===== src/rtl/pso_best_tracker.sv =====
// PSO best tracker: per-particle personal best, swarm global best
// and sweep counter for the MPPT search loop.
module pso_best_tracker #(
  parameter int N_PART   = 8,
  parameter int AW       = 3,
  parameter int XW       = 16,
  parameter int PW       = 32,
  parameter int MAX_ITER = 60
) (
  input  logic          clk,
  input  logic          rst_n,
  input  logic          clear,
  input  logic          in_valid,
  output logic          in_ready,
  input  logic [AW-1:0] in_addr,
  input  logic [XW-1:0] in_x,
  input  logic [PW-1:0] in_power,
  output logic          out_valid,
  output logic [AW-1:0] out_addr,
  output logic [XW-1:0] out_p,
  output logic [XW-1:0] out_g,
  output logic [PW-1:0] g_power,
  output logic          g_valid,
  output logic [5:0]    iter,
  output logic          iter_done
);

  localparam logic [0:0] S_RUN = 1'b0;
  localparam logic [0:0] S_CLR = 1'b1;

  logic [0:0]    state_q, state_d;
  logic [AW-1:0] idx_q, idx_d;

  logic [XW-1:0]     px_q  [N_PART];
  logic [PW-1:0]     ppw_q [N_PART];
  logic [N_PART-1:0] pv_q;

  logic [XW-1:0] gx_q;
  logic [PW-1:0] gpw_q;
  logic          gv_q;
  logic [5:0]    iter_q;

  logic          ov_q, done_q;
  logic [AW-1:0] oa_q;
  logic [XW-1:0] op_q, og_q;

  logic          acc, in_rng, last;
  logic          p_upd, g_upd;
  logic [XW-1:0] cur_x, new_p;
  logic [PW-1:0] cur_pw;
  logic          cur_v;

  assign in_ready = (state_q == S_RUN) & ~clear;
  assign acc      = in_valid & in_ready;
  assign in_rng   = {1'b0, in_addr} < (AW+1)'(N_PART);
  assign last     = in_addr == AW'(N_PART-1);

  // Out-of-range addresses read as an empty entry and never write.
  assign cur_x  = in_rng ? px_q[in_addr]  : '0;
  assign cur_pw = in_rng ? ppw_q[in_addr] : '0;
  assign cur_v  = in_rng & pv_q[in_addr];

  assign p_upd = in_rng & (~cur_v | (in_power > cur_pw));
  assign g_upd = in_rng & (~gv_q | (in_power > gpw_q));
  assign new_p = p_upd ? in_x : cur_x;

  always_comb begin
    state_d = state_q;
    idx_d   = idx_q;
    case (state_q)
      S_RUN: begin
        if (clear) begin
          state_d = S_CLR;
          idx_d   = '0;
        end
      end
      S_CLR: begin
        if (clear) begin
          idx_d = '0;
        end else if (idx_q == AW'(N_PART-1)) begin
          state_d = S_RUN;
        end else begin
          idx_d = idx_q + 1'b1;
        end
      end
      default: state_d = S_RUN;
    endcase
  end

  always_ff @(posedge clk or negedge rst_n) begin
    if (!rst_n) begin
      state_q <= S_RUN;
      idx_q   <= '0;
    end else begin
      state_q <= state_d;
      idx_q   <= idx_d;
    end
  end

  always_ff @(posedge clk or negedge rst_n) begin
    if (!rst_n) begin
      for (int i = 0; i < N_PART; i++) begin
        px_q[i]  <= '0;
        ppw_q[i] <= '0;
      end
      pv_q <= '0;
    end else if (state_q == S_CLR) begin
      px_q[idx_q]  <= '0;
      ppw_q[idx_q] <= '0;
      pv_q[idx_q]  <= 1'b0;
    end else if (acc & p_upd) begin
      px_q[in_addr]  <= in_x;
      ppw_q[in_addr] <= in_power;
      pv_q[in_addr]  <= 1'b1;
    end
  end

  always_ff @(posedge clk or negedge rst_n) begin
    if (!rst_n) begin
      gx_q   <= '0;
      gpw_q  <= '0;
      gv_q   <= 1'b0;
      iter_q <= '0;
      done_q <= 1'b0;
      ov_q   <= 1'b0;
      oa_q   <= '0;
      op_q   <= '0;
      og_q   <= '0;
    end else begin
      done_q <= 1'b0;
      ov_q   <= acc;
      if (clear) begin
        gx_q   <= '0;
        gpw_q  <= '0;
        gv_q   <= 1'b0;
        iter_q <= '0;
      end else if (acc) begin
        if (g_upd) begin
          gx_q  <= in_x;
          gpw_q <= in_power;
          gv_q  <= 1'b1;
        end
        if (last) begin
          if (iter_q == 6'(MAX_ITER-1)) begin
            iter_q <= '0;
            done_q <= 1'b1;
          end else begin
            iter_q <= iter_q + 6'd1;
          end
        end
      end
      if (acc) begin
        oa_q <= in_addr;
        op_q <= in_rng ? new_p : '0;
        og_q <= g_upd ? in_x : gx_q;
      end
    end
  end

  assign out_valid = ov_q;
  assign out_addr  = oa_q;
  assign out_p     = op_q;
  assign out_g     = og_q;
  assign g_power   = gpw_q;
  assign g_valid   = gv_q;
  assign iter      = iter_q;
  assign iter_done = done_q;

endmodule

===== config.mk =====
export PLATFORM = sky130hd
export DESIGN_NAME = pso_best_tracker
export DESIGN_NICKNAME = d
export VERILOG_FILES = /design/src/rtl/pso_best_tracker.sv
export SDC_FILE = /design/constraint.sdc
export NUM_CORES = 1
export LEC_CHECK = 0
export CAP_MARGIN = 0
export CORE_MARGIN = 1.5
export CORE_UTILIZATION = 25
export DETAILED_ROUTE_END_ITERATION = 7
export GPL_TIMING_DRIVEN = 0
export PLACE_DENSITY = 0.45
export SETUP_SLACK_MARGIN = 0.2
export SYNTH_ARGS = -nofsm -noshare
export SYNTH_HDL_FRONTEND = slang
export SYNTH_SLANG_ARGS = --single-unit

===== constraint.sdc =====
create_clock -name clk -period 3 [get_ports clk]
set_clock_uncertainty 0.15 [all_clocks]
set_input_delay 0.6 -clock clk [delete_from_list [all_inputs] [get_ports clk]]
set_output_delay 0.6 -clock clk [all_outputs]
set_load 0.1 [all_outputs]

* After elaboration in Yosys (flattened, before gate mapping)
Index checks and enable logic that the tools add are counted.
Storage, ports and cells: bits in registers 488, input bits 55, output and inout port bits 77, word-level logic and storage cells 128
Operators by class: add/subtract/negate cells 2, magnitude comparators 10, equal/unequal tests 5, muxes and demuxes 54, bitwise gates (word level) 18, reduce and logical (&&, ||, !) cells 11
Operators by type and width (number):
- 2-to-1 mux 256 bit | 2
- AND 256 bit | 1
- bitwise mux 256 bit | 1
- 2-to-1 mux 128 bit | 2
- inverter 256 bit | 1
- 2-to-1 mux 32 bit | 7
- demux 32 bit (select 3 bit) | 2
- AND 128 bit | 1
- bitwise mux 128 bit | 1
- 2-to-1 mux 16 bit | 8
- inverter 128 bit | 1
- binary-select mux 32 bit (select 3 bit) | 1
- demux 16 bit (select 3 bit) | 2
- > comparator 32 bit | 2
- binary-select mux 16 bit (select 3 bit) | 1
- 2-to-1 mux 6 bit | 4
- 2-to-1 mux 8 bit | 2
- 2-to-1 mux 1 bit | 13
- 2-to-1 mux 3 bit | 3
- AND 8 bit | 1
- greater-or-equal comparator 4 bit, second input constant | 2
- less-than comparator 3 x 4 -> 1 bit, second input constant | 2
- less-than comparator 4 x 1 -> 1 bit, second input constant | 2
- inverter 3 -> 4 bit | 2
- other kinds (19) | 36

* Longest topological paths before layout
depth after elaboration 9, depth in mapped cells 18, gate-level depth less buffers 12

* Worst setup path after synthesis
OpenSTA, ideal clock, no wires.
kind input to register, start input in_addr[2], end register ppw_q[182] in the netlist's numbering, library setup time 0.079 ns, data arrival time 4.259 ns, data required time 2.771 ns, slack -1.488 ns, stages 18, path buffers 6, cells stage by stage buf_2 inv_1 nor3_1 clkbuf_1 buf_1 a22oi_1 and3_1 ha_1 nand4_1 nor4_2 nand2_1 a31oi_1 o21ai_4 buf_8 nor2_4 buf_6 buf_6 mux2i_1
Between the ends: longest elaborated chain between the ends 8, elaborated cells on any way between the ends 19, those cells by class order compare (3); mux (10); bitwise (4); reduce/logical (2)
Ends and longest elaborated chain:
- start, declared | RTL line 15 | input logic [AW-1:0] in_addr,
- inverter 3 -> 4 bit (not written as such) | RTL line 60, 113
- binary-select mux 32 bit (select 3 bit) (tied with other cells) | RTL line 60 | assign cur_pw = in_rng ? ppw_q[in_addr] : '0;
- 2-to-1 mux 32 bit (not written as such) or logical AND 1 bit (tied branches) | RTL line 60, 113
- 2-to-1 mux 32 bit, on equally long branches | RTL line 60, 113
- > comparator 32 bit or demux 32 bit (select 3 bit) (tied branches) | RTL line 63, 113
- bitwise OR 1 bit or bitwise mux 256 bit (tied branches) | RTL line 63, 113
- AND 1 bit or 2-to-1 mux 256 bit (tied branches) | RTL line 111 | end else if (acc & p_upd) begin
- nonzero test 2 bit (no line) or 2-to-1 mux 256 bit (tied branches)
- end signal, assigned by index | RTL line 113 | ppw_q[in_addr] <= in_power;
- end, declared | RTL line 35 | logic [PW-1:0] ppw_q [N_PART];
Parallel ways exist; a longest one is shown, timed or not. The select of a mux whose other input is x is not followed. A chain may end at the register's enable or synchronous reset.

* Final worst setup path
start input in_addr[1], end register ppw_q[182] in the netlist's numbering
The elaborated chain is that of the path after synthesis.

==> results.md <==
- Status: finished, violations left
- Failing checks: negative setup slack
- CTS tree: yes
- Starting Density: 0.253
- Hold endpoint: pv_q[3]
- WHS Path Cells: 1
- Sequential area share after synthesis: 0.507
- Maximum number of pins on one net before global-route repair: 103
- Post-synth cell types: 60
- FF-to-FF path depth: 15
- Max-slew headroom: 0.247
- Final setup fails: 476
- Layout area overhead: 39.4%
- Die area: 98300 um^2
- Yosys reg bits: 488
- FP Rows: 113
- FF+latch area: 12300 um^2
- Worst Setup End Kind: register
- Crit Path Class: in2reg
- Crit-path cells: buf_12 -> buf_12 -> buf_4 -> nor3_4 -> buf_8 -> buf_12 -> buf_8 -> a22oi_2 -> and4_4 -> ha_4 -> nand4_1 -> nor4_4 -> buf_4 -> nand2_4 -> a31oi_4 -> o21ai_4 -> buf_12 -> nor2_4 -> buf_12 -> buf_12 -> buf_12 -> mux2i_1
- Worst Tran Pin Value: 1.13 ns
- Yosys warning count: 0
- Hold_sp: pv_q[3]
- Clk buf depth: 3
- Area post-placement: 27700 um^2
- GRT Total Usage: 0.201
- Slowest cell delay on critical path: 0.31 ns
- Worst Path Required: 3.37 ns
- CTS Sinks: 488
- Syn nets: 2375
- CP max FO: 6
- Startpoint Class: primary input
- EDFF count, synth: 0
- Synthesized cell area: 24100 um^2
- Ys async rst share: 1.00
- Vias per cell: 5.11
- GP Congestion: 0.841
- Layout Nets: 2740
- Most common cell on crit path: buf_12
- DRC: 0
- Cell count after synthesis: 2253
- Antenna-violating nets left: 0
- Layout cell share with drive strength beyond 1: 0.201
- Total Power: 0.0204 W
- Clock Pin Slew Worst Setup and Hold Paths: 0.06 ns
- Final Instance Area: 33600 um^2
- Syn Area/Cell: 10.7 um^2
- Most frequent cells in the layout: dfrtp_1, nand2_1, mux2i_1
- Leak: 14.4 nW
- Clk Latency, worst-skew pair: 0.65 ns
- Die H: 314 um
- GR Overflow Total: 0
- Pins Over Slew Limit: 0
- Final period util: 1.33
- Initial antenna violation count: 0
- Chip width: 314 um
- Starting DRT DRC Count: 1959
- Worst Path Buf+Inv: 11
- Max Freq: 0.251 GHz
- CTS root buffer: clkbuf_16
- RSZ-0062 raised after global routing: yes
- Critical path arrival: 4.36 ns
- H-tree depth: 2
- Max Cap Viol: 0
- Crit path max-delay family: buffers and inverters
- Core Util, Final: 0.353
- FF-to-FF setup slack: -0.67 ns
- Final setup margin: -0.988 ns
- Wire per inst: 25.8 um
- Core area: 95300 um^2
- Fillers: 9421
- TritonCTS Buffers: 58
- Final wirelength: 102000 um
- Hold Crit Class: reg2reg
- Top_reg_cell synth: dfrtp_1
- Via count: 20105
- Buffers on Ports: 129
- Detailed Place HPWL: 63600 um
- Commonest non-fill, non-tap cell in the layout: dfrtp_1
- Cell Pwr Density: 607 nW/um^2
- First-pass GRT wire length: 146000 um
- Multi-input gate area: 11500 um^2
- Vias in the first global route: 20590
- Top Ports: 132
- DR pass1 iterations: 5
- Tmin final: 3.99 ns
- Hold Vio Cnt, Final: 0
- Reg-to-Reg End: ppw_q[31]
- VDD IR max: 0.507 mV
- Worst r2r src: ppw_q[178]
- CP max stage cell: nor3_4
## sequential cells by signal, summed over array words and instances, names as in the netlist
name	cells
out_g	16
out_valid	1
ppw_q	256
idx_q	3
gx_q	16
state_q	1
g_valid	1
pv_q	8
out_p	16
g_power	32
px_q	128
out_addr	3
iter	6
iter_done	1
## repair_timing
item	in CTS	in global routing
hold buffers	1	0
endpoints found under the hold margin	51	0
gates cloned	24	8
resized for setup	330	91
pin swaps	44	36
setup buffers	105	33
setup endpoints to repair	550	552
## metrics by stage
step | std cells | TNS [ns] | setup WS [ns] | hold slack [ns]
finish | 3931 | -365.35 | -0.988 | 0.333
global route | 3929 | -387.47 | -1.04 | 0.348
CTS | 3888 | -311.23 | -0.869 | 0.336
detailed placement | 3652 | -1445.78 | -3.50 | 0.320
global placement | 3647 | - | -24.68 | 0.315
floorplan | 2253 | -330.43 | -0.900 | 0.154
## synthesized netlist by cell type (7+ instances only)
| cell | count | area share |
|---|---|---|
| and3_1 | 13 | 0.0034 |
| a31oi_1 | 17 | 0.0044 |
| nor2b_1 | 7 | 0.0018 |
| nand4_1 | 32 | 0.0083 |
| buf_4 | 14 | 0.0044 |
| o211ai_1 | 8 | 0.0025 |
| ha_1 | 67 | 0.035 |
| a21oi_1 | 39 | 0.0081 |
| a21o_1 | 12 | 0.0037 |
| nand3_1 | 13 | 0.0027 |
| nor2_1 | 70 | 0.011 |
| mux2_2 | 29 | 0.014 |
| o21ai_0 | 41 | 0.0085 |
| buf_6 | 13 | 0.0061 |
| mux2i_1 | 403 | 0.17 |
| a221oi_1 | 10 | 0.0036 |
| a22o_1 | 10 | 0.0036 |
| a32o_1 | 16 | 0.0066 |
| a22oi_1 | 172 | 0.054 |
| buf_1 | 51 | 0.0079 |
| inv_1 | 35 | 0.0054 |
| and4_1 | 23 | 0.0084 |
| dfrtp_1 | 488 | 0.51 |
| clkbuf_1 | 104 | 0.016 |
| nand2b_1 | 51 | 0.013 |
| nand2_1 | 434 | 0.068 |
| nor3_1 | 7 | 0.0015 |
| buf_2 | 22 | 0.0046 |
## cells by family after synthesis
| logic type | share of synthesized area |
|---|---|
| AO/OA/AOI/OAI | 0.103 |
| buffers and inverters | 0.0455 |
| multiplexers | 0.183 |
| adder cells (fa/ha/maj) | 0.0348 |
| flip-flops | 0.507 |
| XOR/XNOR | 0.00109 |
| AND/OR/NAND/NOR | 0.126 |
## per-layer routing
layer	routed length (um)	track usage	vias up
met1	42900	0.259	10390
met2	47500	0.326	772
met5	0	0	-
li1	-	-	8707
met3	6020	0.0362	236
met4	5260	0.0983	0
## worst max path at each step
stage / startpoint / end / slack, ns / cells past startpoint
2_1_floorplan: in_addr[2] / ppw_q[182] / -0.90 / 18
3_3_place_gp: rst_n / g_power[9] / -24.68 / 1
3_5_place_dp: in_addr[1] / ppw_q[85] / -3.50 / 15
4_1_cts: in_addr[1] / ppw_q[91] / -0.87 / 21
5_1_grt: in_addr[1] / px_q[98] / -1.04 / 23
6_report: in_addr[1] / ppw_q[182] / -0.99 / 22
## area by class of cell
| cell class | count | share of cell area |
|---|---|---|
| flip-flops and latches | 488 | 0.366 |
| repair buffers | 305 | 0.117 |
| multi-input cells | 1523 | 0.343 |
| plain buffers | 205 | 0.0627 |
| inverters | 37 | 0.00424 |
| clock buffers | 85 | 0.0498 |
| clock inverters | 21 | 0.0103 |
| diodes | 2 | 0.000149 |
| well taps | 1265 | 0.0471 |
## report_power, final
| part | internal, W | switching, W | leakage, nW | total, W |
|---|---|---|---|---|
| sequential | 0.00797 | 0.000812 | 6.29 | 0.00879 |
| clock | 0.00448 | 0.00304 | 0.991 | 0.00752 |
| combinational | 0.00158 | 0.00252 | 7.08 | 0.00409 |
No activity file was read; power rests on OpenSTA's default activity.
